[config.mk]
export PLATFORM = sky130hd
export DESIGN_NAME = cond_flag_unit
export DESIGN_NICKNAME = d
export VERILOG_FILES = /design/src/rtl/cond_flag_pkg.sv /design/src/rtl/cond_flag_unit_cond_eval.sv /design/src/rtl/cond_flag_unit.sv
export SDC_FILE = /design/constraint.sdc
export NUM_CORES = 1
export LEC_CHECK = 0
export ABC_CLOCK_PERIOD_IN_PS = 3000
export CORE_AREA = 2 2 39 41
export DETAILED_ROUTE_END_ITERATION = 8
export DIE_AREA = 0 0 41 43
export PLACE_DENSITY = 0.79
export SETUP_SLACK_MARGIN = 0.05
export SLEW_MARGIN = 20
export SYNTH_ARGS = -nofsm -noshare
export SYNTH_HDL_FRONTEND = slang
export SYNTH_SLANG_ARGS = --single-unit
[constraint.sdc]
create_clock -name clk -period 3 [get_ports clk]
set_input_delay 0.3 -clock clk [delete_from_list [all_inputs] [get_ports clk]]
set_output_delay 0.3 -clock clk [all_outputs]
set_load 0.1 [all_outputs]
[src/rtl/cond_flag_pkg.sv]
// Shared types and constants for the NZCV condition-flag unit.
// Branch kinds, LEGv8 condition codes and flag bit positions.
package cond_flag_pkg;

    typedef enum logic [2:0] {
        BR_NONE   = 3'd0,
        BR_UNCOND = 3'd1,
        BR_COND   = 3'd2,
        BR_CBZ    = 3'd3,
        BR_CBNZ   = 3'd4
    } br_type_e;

    localparam logic [3:0] COND_EQ = 4'b0000;
    localparam logic [3:0] COND_NE = 4'b0001;
    localparam logic [3:0] COND_HS = 4'b0010;
    localparam logic [3:0] COND_LO = 4'b0011;
    localparam logic [3:0] COND_MI = 4'b0100;
    localparam logic [3:0] COND_PL = 4'b0101;
    localparam logic [3:0] COND_VS = 4'b0110;
    localparam logic [3:0] COND_VC = 4'b0111;
    localparam logic [3:0] COND_HI = 4'b1000;
    localparam logic [3:0] COND_LS = 4'b1001;
    localparam logic [3:0] COND_GE = 4'b1010;
    localparam logic [3:0] COND_LT = 4'b1011;
    localparam logic [3:0] COND_GT = 4'b1100;
    localparam logic [3:0] COND_LE = 4'b1101;
    localparam logic [3:0] COND_AL = 4'b1110;
    localparam logic [3:0] COND_NV = 4'b1111;

    localparam int unsigned FLAG_N = 3;
    localparam int unsigned FLAG_Z = 2;
    localparam int unsigned FLAG_C = 1;
    localparam int unsigned FLAG_V = 0;

endpackage

[src/rtl/cond_flag_unit_cond_eval.sv]
// Combinational LEGv8 condition-code evaluator: (cond, nzcv) -> pass.
module cond_eval
    import cond_flag_pkg::*;
(
    input  logic [3:0] cond,
    input  logic [3:0] nzcv,
    output logic       pass
);

    logic n, z, c, v;

    always_comb begin
        n = nzcv[FLAG_N];
        z = nzcv[FLAG_Z];
        c = nzcv[FLAG_C];
        v = nzcv[FLAG_V];
        pass = 1'b0;
        case (cond)
            COND_EQ: pass = z;
            COND_NE: pass = !z;
            COND_HS: pass = c;
            COND_LO: pass = !c;
            COND_MI: pass = n;
            COND_PL: pass = !n;
            COND_VS: pass = v;
            COND_VC: pass = !v;
            COND_HI: pass = c & !z;
            COND_LS: pass = !(c & !z);
            COND_GE: pass = (n == v);
            COND_LT: pass = (n != v);
            COND_GT: pass = !z & (n == v);
            COND_LE: pass = !(!z & (n == v));
            COND_AL: pass = 1'b1;
            COND_NV: pass = 1'b1;
            default: pass = 1'b0;
        endcase
    end

endmodule

[src/rtl/cond_flag_unit.sv]
// NZCV flag register and ID-stage branch resolver with registered taken/not-taken.
// COND_FLAG_BYPASS_EN: forward EX flags to B.cond; otherwise stall dependent B.cond one cycle.
module cond_flag_unit
    import cond_flag_pkg::*;
#(
    parameter logic [3:0] RESET_FLAGS = 4'b0000
) (
    input  logic       clk,
    input  logic       reset_n,
    input  logic       ex_valid,
    input  logic       ex_set_flags,
    input  logic [3:0] ex_nzcv,
    input  logic       stall,
    input  logic       flush,
    input  logic       br_valid,
    input  logic [2:0] br_type,
    input  logic [3:0] br_cond,
    input  logic       br_reg_nonzero,
    output logic       br_stall,
    output logic       br_resolved,
    output logic       br_taken,
    output logic [3:0] flags_q
);

    logic       ex_flag_hit;
    logic [3:0] eff_flags;
    logic       cond_ok;
    logic       accept;
    logic       taken_next;

    assign ex_flag_hit = ex_valid & ex_set_flags & !flush;

`ifdef COND_FLAG_BYPASS_EN
    assign eff_flags = ex_flag_hit ? ex_nzcv : flags_q;
    assign br_stall  = 1'b0;
`else
    // Without forwarding, a B.cond behind a flag-setter waits for flags_q to catch up.
    assign eff_flags = flags_q;
    assign br_stall  = br_valid & (br_type == BR_COND) & ex_flag_hit;
`endif

    cond_eval u_cond_eval (
        .cond (br_cond),
        .nzcv (eff_flags),
        .pass (cond_ok)
    );

    assign accept = br_valid & (br_type != BR_NONE) & !stall & !flush & !br_stall;

    always_comb begin
        taken_next = 1'b0;
        case (br_type)
            BR_UNCOND: taken_next = 1'b1;
            BR_COND:   taken_next = cond_ok;
            BR_CBZ:    taken_next = !br_reg_nonzero;
            BR_CBNZ:   taken_next = br_reg_nonzero;
            default:   taken_next = 1'b0;
        endcase
    end

    always_ff @(posedge clk or negedge reset_n) begin
        if (!reset_n) begin
            flags_q     <= RESET_FLAGS;
            br_resolved <= 1'b0;
            br_taken    <= 1'b0;
        end else begin
            if (ex_flag_hit && !stall)
                flags_q <= ex_nzcv;
            br_resolved <= accept;
            br_taken    <= accept & taken_next;
        end
    end

endmodule

==> results of run 1 <==
-- sequential cells by signal (all words and copies together), names as in the netlist --
signal       cells
br_taken         1
br_resolved      1
flags_q          4
-- layout make-up --
class | instances | area [µm²] | area share [%]
flip-flops and latches | 6 | 150 | 20.5
inverters | 1 | 3.75 | 0.513
repair buffers | 25 | 235 | 32.1
multi-input cells | 47 | 300 | 41.0
well taps | 16 | 20.0 | 2.74
clock buffers | 3 | 22.5 | 3.08
-- metal layers --
metal	global-route usage [%]	vias to the layer above	wire length [µm]	part of all wire (%)
met3	3.14	0	57	5.3
li1	-	258	-	-
met1	18.8	219	495	46
met5	0	-	0	0
met4	6.00	0	0	0
met2	21.9	15	528	49
-- stage by stage --
| step | instances | instance area (µm²) | total power [W] | hold slack (ns) |
|---|---|---|---|---|
| 2_1_floorplan | 58 | 482 | 0.000262 | 0.00441 |
| 3_3_place_gp | 95 | 709 | 0.000319 | 0.554 |
| 4_1_cts | 98 | 732 | 0.000397 | 0.288 |
| 6_report | 98 | 732 | 0.000391 | 0.295 |
| 5_1_grt | 98 | 732 | 0.000419 | 0.303 |
| 3_5_place_dp | 95 | 709 | 0.000320 | 0.552 |
-- worst max-delay path by stage --
stage,from,end,slack (ns),cells after the start
after global placement,br_cond[0],br_taken$_DFF_PN0_,1.23,5
after detailed placement,br_cond[0],br_taken$_DFF_PN0_,1.17,5
after global routing,br_resolved$_DFF_PN0_,br_resolved,0.98,1
final,br_resolved$_DFF_PN0_,br_resolved,1.02,1
after CTS,br_resolved$_DFF_PN0_,br_resolved,1.00,1
after floorplan,flush,br_stall,0.92,2
-- synthesized netlist by cell type (2+ instances only) --
cell type	count
nand2_1	7
dfrtp_1	6
mux2_2	4
o21ai_0	3
nor3_1	3
xor2_1	3
nor2_1	8
nor2b_1	3
nand2b_1	2
o2111ai_1	2
a21oi_1	2
-- worst register-to-register path, cell delays in order (launching register included) --
cell      delay [ns]
dfrtp_1         0.43
xor2_1          0.24
nor2_1          0.08
xor2_1          0.15
a311oi_2        0.30
a31oi_1         0.12
-- logic make-up after synthesis --
group,share of synthesized area [%]
buf+inv,6.49
mux,9.35
flops,31.2
compound gates,20.3
simple gates,27.3
xor+xnor,5.46
-- where the power goes --
part | switching, W | internal, W
sequential | 0.0000203 | 0.0000939
clock | 0.0000270 | 0.0000451
combinational | 0.000136 | 0.0000683
total | 0.000183 | 0.000207
-- placed cells by master, fill, tap and decap left out --
master / n
o21ai_0: 3
buf_4: 6
a31o_1: 1
dfrtp_1: 6
nor2b_1: 3
a311oi_2: 1
nand3_1: 1
and3_1: 1
nand4b_1: 1
nand2b_1: 2
nor4b_1: 1
mux2_2: 4
a2111oi_0: 1
xor2_1: 3
o2111ai_1: 2
a31oi_1: 1
inv_1: 1
nor2_1: 8
clkdlybuf4s50_1: 19
nand2_1: 7
a32oi_1: 1
a21oi_1: 2
a211oi_1: 1
nor3_1: 3
clkbuf_4: 3
==> impl_metrics.tcl, run 1 <==
set metrics [dict create \
    status "completed" \
    htreeDepth 1 \
    required_ns 2.70 \
    num_antenna_cells 0 \
    timing.final.crit_share_pct 66.0 \
    yosys_most_used_dff "dfrtp_1" \
    fin_ws_ns 1.02 \
    leakage_nw 0.297 \
    max_freq_mhz 505 \
    finalClockSkew_ns 0.00166 \
    clock_path_buffers 2 \
    num_vias 492 \
    gp_congestion 0.707 \
    nFillCells 144 \
    critPathMaxFanout 1 \
    synth_area_leaders "dfrtp_1, mux2_2, nor2_1, nand2_1, xor2_1" \
    cp_num_buf_inv 1 \
    holdCritPathClass "in2async" \
    clk_transition_reported_paths_ns 0.04 \
    cp-end-kind "output pin" \
    r2r-end "br_taken$_DFF_PN0_" \
    maxSlewViolCount 0 \
    grt-ovfl-total 0 \
    clock-sinks 6 \
    drt_iter0_markers 10 \
    pre_cts_slack_ns 1.17 \
    r2r_setup_slack_ns 1.55 \
    finalHoldViolations 0 \
    drive_above_1_share_pct 17.1 \
    cts_setup_buffers 0 \
    dieArea_um2 1760 \
    finalSetupViolations 0 \
    insertion_delay_ns 0.24 \
    grtUsageTotal_pct 14.4 \
    ctsHoldBuffers 0 \
    dpl.hpwl_um 878 \
    start_util_pct 34.8 \
    rsz0062_at_grt "false" \
    peakVddDrop_v 0.000467 \
    synth_cell_type_count 26 \
    synth_edf_count 0 \
    num_io_pins 26 \
    ys_warn_count 0 \
    syn_inst 58 \
    criticalPathCategory "reg2out" \
    synth-seq-cells 6 \
    synth_area_leader_cell "dfrtp_1" \
    die_y_um 43 \
    syn_area_per_cell_um2 8.31 \
    timing.slew.headroom_pct 35.7 \
    die_w_um 41 \
    utilization_pct 52.9 \
    post_drt_wl_per_cell_um 11.0 \
    synth-seq-area-share_pct 31.2 \
    cts_buffers 3 \
    cp-start-kind "flip-flop" \
    io_buffers 25 \
    area_growth_pct 51.9 \
    reg2reg_depth 5 \
    ys_async_sr_fraction_pct 100 \
    antenna_found_initial 0 \
    num_rows 14 \
    core_um2 1380 \
    grt_pass1_wl_mm 1.76 \
    crit_path_top_delay_cell "clkdlybuf4s50_1" \
    grt_start_max_net_pins 10 \
    avgViaCountPerCell 5.02 \
    grt_pass1_vias 440 \
    worstPathArrival_ns 1.68 \
    finalSetupTns_ns 0 \
    syn_nets 77 \
    crit_family "buffers and inverters" \
    routed_wl_mm 1.08 \
    cap_violations 0 \
    slowest_delay_ns 1.12 \
    p_per_area_nw_per_um2 534 \
    nets 103 \
    synth_top_area_share_pct 31.2 \
    synth_area_um2 482 \
    drcViolationCount 0 \
    dr.pass1.iters 4 \
    cp_cell_sequence "clkdlybuf4s50_1" \
    tritoncts "done" \
    period_needed_ns 1.98 \
    cts-root-buf "clkbuf_4" \
    antenna_left 0 \
    worstMarginPinSlew_ns 0.961 \
    cts_resized 0 \
    timing.rr.start "flags_q[3]$_DFFE_PN0P_" \
]
Note: power is estimated with default switching activity, not from simulation.
==> run 2, diff against run 1 <==
- ABC_CLOCK_PERIOD_IN_PS: 3000 -> 1760
- CORE_AREA: 2 2 39 41 -> default
- CORE_UTILIZATION: default -> 33
- DIE_AREA: 0 0 41 43 -> default
- PLACE_DENSITY: 0.79 -> 0.76
- clock period: 3 -> 1.76 ns (I/O delays scaled with it)
==> run 2 against run 1 <==
Effect of this change: critical path depth up 4; via count up 6.9%; flip-flop and latch count unchanged; critical path type is now in2reg; largest cell class unchanged.
==> impl_metrics.tcl, run 2 (synthesized netlist as in run 1, its figures left out) <==
set metrics [dict create \
    status "completed" \
    clk_transition_reported_paths_ns 0.05 \
    start_util_pct 36.1 \
    grt_pass1_wl_mm 1.97 \
    grt-ovfl-total 0 \
    timing.slew.headroom_pct 75.8 \
    dp_cells 95 \
    p_clk_share_pct 19.6 \
    worstPathArrival_ns 1.56 \
    clock-sinks 6 \
    insertion_delay_ns 0.25 \
    worstMarginPinSlew_ns 0.354 \
    grt.met2_usage_pct 31.0 \
    utilization_pct 57.8 \
    tritoncts "done" \
    dieArea_um2 1620 \
    routed_wl_mm 1.20 \
    period_needed_ns 1.44 \
    io_buffers 25 \
    required_ns 1.88 \
    p_total_w 0.000705 \
    htreeDepth 1 \
    drive_above_1_share_pct 23.8 \
    grt_start_max_net_pins 10 \
    antenna_left 0 \
    post_drt_wl_per_cell_um 12.1 \
    grtUsageTotal_pct 18.4 \
    core_um2 1330 \
    clock_path_buffers 2 \
    critPathMaxFanout 8 \
    layout_commonest_cell "clkdlybuf4s50_1" \
    gp_congestion 0.766 \
    p_sw_w 0.000325 \
    antenna_found_initial 0 \
    holdCritPathClass "in2async" \
    num_rows 13 \
    largest_register_ffs 4 \
    p_per_area_nw_per_um2 915 \
    cts_resized 0 \
    netSwitchingFraction_pct 46.1 \
    finalSetupViolations 0 \
    die_w_um 40.2 \
    cts_buffers 3 \
    cap_violations 0 \
    dpl.hpwl_um 982 \
    peakVddDrop_v 0.000673 \
    num_antenna_cells 0 \
    cts-root-buf "clkbuf_4" \
    drcViolationCount 0 \
    top_regs "flags_q: 4 flops, br_resolved: 1 flops, br_taken: 1 flops" \
    area_growth_pct 60.0 \
    num_io_pins 26 \
    nets 104 \
    die_y_um 40.2 \
    grt_most_used_layer "met2" \
    intPower_w 0.000380 \
    finalClockSkew_ns 0.0120 \
    criticalPathCategory "in2reg" \
    grtUsageMet1_pct 22.9 \
    multi_input_area_um2 303 \
    grt_pass1_vias 492 \
    layout_common_cells "clkdlybuf4s50_1, nor2_1, nand2_1" \
    ctsHoldBuffers 0 \
    maxSlewViolCount 0 \
    top_register "flags_q" \
    drt_iter0_markers 10 \
    leakage_nw 0.309 \
    seq_area_um2 154 \
    cp-start-kind "input port" \
    max_freq_mhz 695 \
    cp_cell_sequence "clkdlybuf4s50_1, nor2_1, a2111oi_0, a31o_1, a31oi_1" \
    power_frac_comb_pct 51.9 \
    seqPwrFrac_pct 28.5 \
    cts_setup_buffers 0 \
    finalHoldViolations 0 \
    crit_path_top_delay_cell "clkdlybuf4s50_1" \
    dr.pass1.iters 4 \
    nFillCells 127 \
    rsz0062_at_grt "false" \
    slowest_delay_ns 0.64 \
    grt.met3_usage_pct 5.00 \
    stdcell_count 99 \
    cp-end-kind "flip-flop" \
    timing.final.crit_share_pct 81.8 \
    avgViaCountPerCell 5.31 \
    num_vias 526 \
]
-- run 2: changes by cell type in the layout (fill, tap and decap cells not counted) --
cell / before / now
dfrtp_2: 0 / 3
dfrtp_1: 6 / 3
nor2_1: 8 / 7
clkdlybuf4s50_1: 19 / 18
clkbuf_1: 0 / 1
buf_12: 0 / 2
nor2_2: 0 / 1
-- run 2: per-layer routing --
layer | vias to the layer above | wire length [µm]
li1 | 260 | -
met1 | 246 | 520
met2 | 18 | 589
met3 | 2 | 81
met4 | 0 | 8
met5 | - | 0
-- run 2: worst max-delay path: cells and delay by family --
kind / cells / cell delay (ns)
buffers and inverters: 1 / 0.64
AOI/OAI and AO/OA: 3 / 0.63
and+or+nand+nor: 1 / 0.11
-- run 2: final timing paths --
kind	start	to	slack (ns)	depth (start not counted)
setup / recovery	br_cond[0]	br_taken$_DFF_PN0_	0.32	5
hold / removal	reset_n	br_taken$_DFF_PN0_	0.16	1
setup reg to reg	flags_q[3]$_DFFE_PN0P_	br_taken$_DFF_PN0_	0.36	5
hold reg to reg	flags_q[0]$_DFFE_PN0P_	flags_q[0]$_DFFE_PN0P_	0.58	1
max in group asynchronous	reset_n	flags_q[3]$_DFFE_PN0P_	1.36	1
min in group clk	ex_nzcv[2]	flags_q[2]$_DFFE_PN0P_	0.55	2
-- run 2: area by class of cell --
cell class | instances | share of cell area, %
multi-input cells | 47 | 39.3
repair buffers | 26 | 34.4
flip-flops and latches | 6 | 20.0
clock buffers | 4 | 3.41
well taps | 15 | 2.44
inverters | 1 | 0.487
-- run 2: through the flow --
step           cell area, µm²  worst slack, ns  TNS (ns)  hold WS, ns
3_5_place_dp              744           0.0530         0        0.433
2_1_floorplan             488          -0.0143   -0.0143       -0.120
4_1_cts                   771            0.317         0        0.162
5_1_grt                   771            0.202         0        0.184
3_3_place_gp              744            0.104         0        0.432
6_report                  771            0.321         0        0.160
-- run 2: power groups by stage --
stage	registers [W]	logic, W	clock network (W)
4_1_cts	0.000200	0.000368	0.000145
3_5_place_dp	0.000202	0.000368	0
3_3_place_gp	0.000202	0.000363	0
2_1_floorplan	0.000349	0.0000998	0
6_report	0.000201	0.000366	0.000138
5_1_grt	0.000206	0.000387	0.000150
